### src/rtl/elevator_motion_ctrl_if.sv
// rtl/elevator_motion_ctrl_if.sv - request/motion signal bundle between request processor and car-motion sequencer
// master: request side, drives allReq_reg/up_need/down_need/door_hold and observes car status
// slave : motion sequencer, observes requests and drives position/ud_mode/state/door_open/timer
interface elevator_motion_ctrl_if #(
    parameter int CNT_W = 8
);
    logic [3:0]       allReq_reg;
    logic             up_need;
    logic             down_need;
    logic             door_hold;
    logic [3:0]       position;
    logic [1:0]       ud_mode;
    logic [2:0]       state;
    logic             door_open;
    logic [CNT_W-1:0] timer;

    modport master (
        output allReq_reg, up_need, down_need, door_hold,
        input  position, ud_mode, state, door_open, timer
    );

    modport slave (
        input  allReq_reg, up_need, down_need, door_hold,
        output position, ud_mode, state, door_open, timer
    );
endinterface

### src/rtl/elevator_motion_ctrl.sv
// rtl/elevator_motion_ctrl.sv - car-motion sequencer stepping a 4-storey car one floor per travel interval
// clk, rst_n (async active-low); bus.slave: allReq_reg/up_need/down_need/door_hold in,
// position (one-hot), ud_mode (00 stop/01 up/10 down), state (000 stop/001 door/010 move),
// door_open, timer out; all outputs registered
module elevator_motion_ctrl #(
    parameter int MOVE_TICKS = 64,
    parameter int DOOR_TICKS = 96,
    parameter int CNT_W      = 8
) (
    input  logic                  clk,
    input  logic                  rst_n,
    elevator_motion_ctrl_if.slave bus
);
    typedef enum logic [2:0] {
        ST_STOP = 3'b000,
        ST_DOOR = 3'b001,
        ST_MOVE = 3'b010
    } state_t;

    localparam logic [1:0] UD_STOP = 2'b00;
    localparam logic [1:0] UD_UP   = 2'b01;
    localparam logic [1:0] UD_DOWN = 2'b10;

    localparam logic [CNT_W-1:0] MOVE_LAST = CNT_W'(MOVE_TICKS - 1);
    localparam logic [CNT_W-1:0] DOOR_LAST = CNT_W'(DOOR_TICKS - 1);

    state_t           st_q;
    logic [3:0]       pos_q;
    logic [1:0]       ud_q;
    logic             door_q;
    logic [CNT_W-1:0] timer_q;

    logic       here;
    logic       above;
    logic       below;
    logic [3:0] next_pos;
    logic       req_next;
    logic       beyond_next;
    logic       at_edge;

    assign here  = |(bus.allReq_reg & pos_q);
    assign above = bus.allReq_reg > pos_q;
    assign below = (bus.allReq_reg & (pos_q - 4'd1)) != 4'd0;

    // Floor the car reaches at the next terminal count; the stop decision is taken on
    // this floor so a request still visible now is served before it gets cleared.
    assign next_pos    = (ud_q == UD_UP) ? (pos_q << 1) : (pos_q >> 1);
    assign req_next    = |(bus.allReq_reg & next_pos);
    assign beyond_next = (ud_q == UD_UP) ? (bus.allReq_reg > next_pos)
                                         : ((bus.allReq_reg & (next_pos - 4'd1)) != 4'd0);

    // No floor left in the travel direction (or no direction at all): abandon the move.
    assign at_edge = ((ud_q == UD_UP) && pos_q[3]) ||
                     ((ud_q == UD_DOWN) && pos_q[0]) ||
                     ((ud_q != UD_UP) && (ud_q != UD_DOWN));

    always_ff @(posedge clk or negedge rst_n) begin
        if (!rst_n) begin
            st_q    <= ST_STOP;
            pos_q   <= 4'b0001;
            ud_q    <= UD_STOP;
            door_q  <= 1'b0;
            timer_q <= '0;
        end else begin
            case (st_q)
                ST_STOP: begin
                    if (here) begin
                        st_q    <= ST_DOOR;
                        door_q  <= 1'b1;
                        timer_q <= '0;
                    end else if (bus.up_need) begin
                        st_q    <= ST_MOVE;
                        ud_q    <= UD_UP;
                        timer_q <= '0;
                    end else if (bus.down_need) begin
                        st_q    <= ST_MOVE;
                        ud_q    <= UD_DOWN;
                        timer_q <= '0;
                    end
                end
                ST_MOVE: begin
                    door_q <= 1'b0;
                    if (at_edge) begin
                        st_q    <= ST_STOP;
                        ud_q    <= UD_STOP;
                        timer_q <= '0;
                    end else if (timer_q == MOVE_LAST) begin
                        pos_q   <= next_pos;
                        timer_q <= '0;
                        if (req_next) begin
                            st_q   <= ST_DOOR;
                            door_q <= 1'b1;
                        end else if (!beyond_next) begin
                            st_q <= ST_STOP;
                            ud_q <= UD_STOP;
                        end
                    end else begin
                        timer_q <= timer_q + 1'b1;
                    end
                end
                ST_DOOR: begin
                    if (bus.door_hold) begin
                        door_q  <= 1'b1;
                        timer_q <= '0;
                    end else if (timer_q == DOOR_LAST) begin
                        door_q  <= 1'b0;
                        timer_q <= '0;
                        // ud_mode remembers the travel direction; keep going only if
                        // that direction still has work, otherwise let STOP re-arbitrate.
                        if ((ud_q == UD_UP) && above) begin
                            st_q <= ST_MOVE;
                        end else if ((ud_q == UD_DOWN) && below) begin
                            st_q <= ST_MOVE;
                        end else begin
                            st_q <= ST_STOP;
                            ud_q <= UD_STOP;
                        end
                    end else begin
                        door_q  <= 1'b1;
                        timer_q <= timer_q + 1'b1;
                    end
                end
                default: begin
                    st_q    <= ST_STOP;
                    ud_q    <= UD_STOP;
                    door_q  <= 1'b0;
                    timer_q <= '0;
                end
            endcase
        end
    end

    assign bus.position  = pos_q;
    assign bus.ud_mode   = ud_q;
    assign bus.state     = st_q;
    assign bus.door_open = door_q;
    assign bus.timer     = timer_q;
endmodule

### src/flat_wrapper.sv
// flat-port wrapper written by rule: the top's interface ports become plain ports
module elevator_motion_ctrl_flat 
#(
    parameter int MOVE_TICKS = 64,
    parameter int DOOR_TICKS = 96,
    parameter int CNT_W      = 8
)
  (clk, rst_n, bus_allReq_reg, bus_up_need, bus_down_need, bus_door_hold, bus_position, bus_ud_mode, bus_state, bus_door_open, bus_timer);
  elevator_motion_ctrl_if #(.CNT_W(CNT_W)) bus_i ();
  input  logic clk;
  input  logic rst_n;
  input wire logic [$bits(bus_i.allReq_reg)-1:0] bus_allReq_reg;
  input wire logic [$bits(bus_i.up_need)-1:0] bus_up_need;
  input wire logic [$bits(bus_i.down_need)-1:0] bus_down_need;
  input wire logic [$bits(bus_i.door_hold)-1:0] bus_door_hold;
  output wire logic [$bits(bus_i.position)-1:0] bus_position;
  output wire logic [$bits(bus_i.ud_mode)-1:0] bus_ud_mode;
  output wire logic [$bits(bus_i.state)-1:0] bus_state;
  output wire logic [$bits(bus_i.door_open)-1:0] bus_door_open;
  output wire logic [$bits(bus_i.timer)-1:0] bus_timer;
  assign bus_i.allReq_reg = bus_allReq_reg;
  assign bus_i.up_need = bus_up_need;
  assign bus_i.down_need = bus_down_need;
  assign bus_i.door_hold = bus_door_hold;
  assign bus_position = bus_i.position;
  assign bus_ud_mode = bus_i.ud_mode;
  assign bus_state = bus_i.state;
  assign bus_door_open = bus_i.door_open;
  assign bus_timer = bus_i.timer;
  elevator_motion_ctrl #(.MOVE_TICKS(MOVE_TICKS), .DOOR_TICKS(DOOR_TICKS), .CNT_W(CNT_W)) u_core (.clk(clk), .rst_n(rst_n), .bus(bus_i));
endmodule
### config.mk
export PLATFORM = sky130hd
export DESIGN_NAME = elevator_motion_ctrl_flat
export DESIGN_NICKNAME = d
export VERILOG_FILES = /design/src/rtl/elevator_motion_ctrl_if.sv /design/src/rtl/elevator_motion_ctrl.sv /design/src/flat_wrapper.sv
export SDC_FILE = /design/constraint.sdc
export NUM_CORES = 1
export LEC_CHECK = 0
export ABC_AREA = 1
export CAP_MARGIN = 15
export CORE_ASPECT_RATIO = 1.75
export CORE_MARGIN = 5
export CORE_UTILIZATION = 53
export CTS_BUF_LIST = sky130_fd_sc_hd__clkbuf_16
export CTS_CLUSTER_SIZE = 14
export DETAILED_ROUTE_END_ITERATION = 8
export PLACE_DENSITY = 0.9
export SLEW_MARGIN = 10
export SYNTH_ARGS = -nofsm -noshare
export SYNTH_HDL_FRONTEND = slang
export SYNTH_SLANG_ARGS = --single-unit
### constraint.sdc
create_clock -name clk -period 2.58 [get_ports clk]
set_input_delay 0.516 -clock clk [delete_from_list [all_inputs] [get_ports clk]]
set_output_delay 0.516 -clock clk [all_outputs]
set_load 0.005 [all_outputs]
==> key figures <==
Floorplan
  – Row count: 26
  – CORE AREA: ~2900 sq um
  – Die area: around 4200 sq um
  – Starting Density: around 55%
  – IO Pins: 27
  – Die Y: between 80 and 90 um
  – Die span in x: about 50 um

Synth
  – Net Count, Synth: about 260
  – Warnings, synthesis: 0
  – Compound-Gate Fraction of Synth Area: about 7.7%
  – Xor/xnor share of the synthesized area: under 10%
  – Adder-cell area share of the yosys netlist: a little under a fifth
  – Prevailing post-synth register cell: dfrtp_1
  – Multiplexer share of the synthesized area: 0%
  – Sequential fraction of the synthesis area: between 20% and 30%
  – Cells after Synth: 232
  – Synth async-reset ratio: 100.0%
  – EDFF count, synth: 0
  – Post-synth cell types: 28
  – Synth Area per Inst: a little under 7 sq um
  – Synth Register Bits: 17
  – Largest family of logic cells by synthesized area: simple AND/OR/NAND/NOR gates
  – Synth Area in Simple Gates: 36.38%
  – Mapped Area: ~1600 sq um

Routing
  – Vias per Instance: about 5.6
  – Drt wl/cell: ~14 um
  – Drc violations: 0
  – TritonRoute pass-1 iters: 4
  – Vias: approximately 1600
  – Iteration-0 DRC Markers: 46
  – Detailed Route WL: 3996 um
  – Antenna Nets Post-Route: 0

Power
  – Total power: approximately 0.0013 W
  – Static leakage: roughly 0.97 nW
  – Peak VDD IR: 604.6 uV
  – PwrDens: 655.0 nW/um^2
  – Clock power frac: a little under a quarter
  – Sw Ratio: 39.83%
  – Seq pwr share: 26.9%
  – Internal power: 0.0007782 W
  – Sw Pwr: 0.0005151 W
  – Comb power frac: around 50%

Layout
  – Fill count: 228
  – Design Area, Final: slightly below 2000 sq um
  – Layout area overhead: 24.25%
  – Layout net count: between 200 and 300
  – Ant. Diodes: 0
  – Layout cell share with drive strength beyond 1: a little under a tenth

Worst setup path
  – Crit. End Element: register
  – CP arrival: between 2 and 2.5 ns
  – Beginning of the critical path: u_core.bus.ud_mode[1]
  – Slowest CP cell: dfrtp_1
  – Req. time, crit path: between 2 and 3 ns
  – Worst r2r dst: u_core.bus.ud_mode[0]
  – Largest stage delay, worst path: roughly 0.4 ns
  – Crit-path cells: inv_1 -> ha_2 -> inv_1 -> nand2_1 -> nand2_1 -> ha_1 -> nor3_1 -> o21ai_1 -> nand2_1 -> nand2_1 -> nor2_1 -> nand2_1 -> nor2_2 -> nand2_1 -> nand2_1 -> nand2_1
  – Worst R2R Path Depth: 16
  – Crit path to: u_core.bus.ud_mode[0]
  – Crit start category: register
  – R2r setup slk: roughly 0.29 ns
  – Worst-path fanout max: 6
  – Critical path class: register to register
  – Worst reg2reg startpoint: u_core.bus.ud_mode[1]
  – Cell repeated most along the worst path: nand2_1

STA
  – Setup Viol. Count Final: 0
  – Slew HR: between 40% and 50%
  – Max Freq: roughly 0.44 GHz
  – Worst setup margin: between 0.2 and 0.3 ns
  – Pins Over Slew Limit: 0
  – Hold Vio Cnt, Final: 0
  – Setup TNS: 0 ns
  – WHS: roughly 0.5 ns
  – Slew @ Worst Pin: 0.7859 ns
  – Tmin final: around 2.3 ns
  – RSZ-0062 raised after global routing: false
  – Fin crit share: between 80% and 90%
  – Fin Clk Skew: between 0.0015 and 0.002 ns

Status
  – Status: completed

Clock tree
  – CTS buffer count: 3
  – Clk Tree Root Cell: clkbuf_16
  – H-tree Lvls: 1
  – Hold buffers post-CTS: 0
  – CTS tree: done
  – Clock sink total: 17
  – Clock transition at path regs: 0.05 ns
  – Clock buffer depth: 2
  – Worst skew pair latency: between 0.2 and 0.3 ns

Placement
  – Placed cell areas: approximately 1900 sq um
  – Routability congestion estimate: 0.9369
  – Post-detail-place hpwl: 3287 um
  – I/O Buffers: 25
  – Pre-CTS setup slack: between 0.1 and 0.15 ns

Global route
  – Overflow after GRT: 0
  – Tot GR Track Use: approximately a fifth
  – Vias in the first global route: about 1600
  – Grt met3 use: 3.232%
  – Largest net degree at the start of global routing: 18
  – First-pass GRT wire length: about 6600 um
  – Met2 Usage GRT: a little under two fifths
  – GR peak layer: met2
  – Met1 usage: about a fifth
  – Number of antenna violations at the first check in global routing: 0

Hold path
  – WHS Path Cells: 2
  – Worst Hold Class: register to register

Run
  – Max_cap viols: 0
-- through the flow --
step                util (%)  instances
floorplan                  -        232
global route           68.19        291
CTS                    67.76        290
detailed placement     65.00        286
global placement       65.00        286
finish                 68.19        291
-- sequential cells by signal, summed over array words and instances, names as in the netlist --
signal                flops
u_core.bus.timer          8
u_core.bus.position       4
u_core.bus.state          2
u_core.bus.ud_mode        2
u_core.bus.door_open      1
-- layout by cell type, fill, tap and decap left out, types with 5 or more instances in the layout --
master,instances
clkdlybuf4s50_1,25
nand2_1,62
ha_1,22
o21ai_1,7
nand3_1,22
a21oi_1,11
nor2_1,22
nor2_2,5
inv_1,29
dfrtp_1,16
nor3_1,5
-- synthesized netlist by cell type, drive strengths merged (2+ instances only) --
cell	count	share of area, %
inv	32	7.6
clkinv	2	0.47
nand3b	2	0.94
nand2	65	16
o21ai	10	3.1
nand3	22	6.9
ha	23	18
or2	3	1.2
a21oi	11	3.5
nor2	27	7.2
xor2	3	1.7
nor3	7	3.2
dfrtp	16	25
nand4	2	0.79
-- kinds of logic (layout without fill, tap and decap cells) --
kind of cell | after synthesis | count (layout)
adder cells (fa/ha/maj) | 23 | 23
flip-flops | 17 | 17
AO/OA/AOI/OAI | 23 | 23
buffers and inverters | 35 | 66
XOR/XNOR | 4 | 4
AND/OR/NAND/NOR | 129 | 129
other | 1 | 1
-- worst min-delay path by stage --
stage	startpoint	endpoint	slack (ns)
2_1_floorplan	rst_n	u_core.bus.door_open	0.22
3_3_place_gp	u_core.bus.door_open	u_core.bus.door_open	0.49
3_5_place_dp	u_core.bus.door_open	u_core.bus.door_open	0.50
4_1_cts	u_core.bus.door_open	u_core.bus.door_open	0.51
5_1_grt	u_core.bus.door_open	u_core.bus.door_open	0.55
6_report	u_core.bus.door_open	u_core.bus.door_open	0.51
-- final cells by class --
| class | instances | area, sq um | share of cell area (%) |
|---|---|---|---|
| Clock inverter | 1 | 5.005 | 0.2535 |
| Multi-Input combinational cell | 180 | 1032 | 52.28 |
| Sequential cell | 17 | 426.7 | 21.61 |
| Clock buffer | 3 | 75.07 | 3.802 |
| Inverter | 34 | 127.6 | 6.464 |
| Tap cell | 28 | 35.03 | 1.774 |
| Timing Repair Buffer | 28 | 272.8 | 13.82 |
-- routing by layer --
layer	share of wire, %	wire length, um
met1	36	1436
met2	54	2147
met3	4.1	162
met4	6.2	249
met5	0	0
-- power by group through the flow --
stage	clock network, W	registers (W)	logic (W)
finish	0.000306	0.000348	0.000639
global route	0.000328	0.000354	0.000714
CTS	0.000315	0.000348	0.000624
global placement	0	0.000350	0.000603
detailed placement	0	0.000351	0.000618
floorplan	0	0.000347	0.000409
-- timing repair --
| item | CTS | global route |
|---|---|---|
| setup endpoints to repair | 0 | 2 |
| buffers inserted | 0 | 1 |
| gates resized for setup | 0 | 2 |
-- critical path: cells and delay by family (launching register included) --
family                     cells  cell delay [ns]
and+or+nand+nor               11             1.05
adders and majority gates      2             0.43
DFF                            1             0.40
buffers and inverters          2             0.16
AOI/OAI and AO/OA              1             0.13
(Power assumes the default switching activity.)
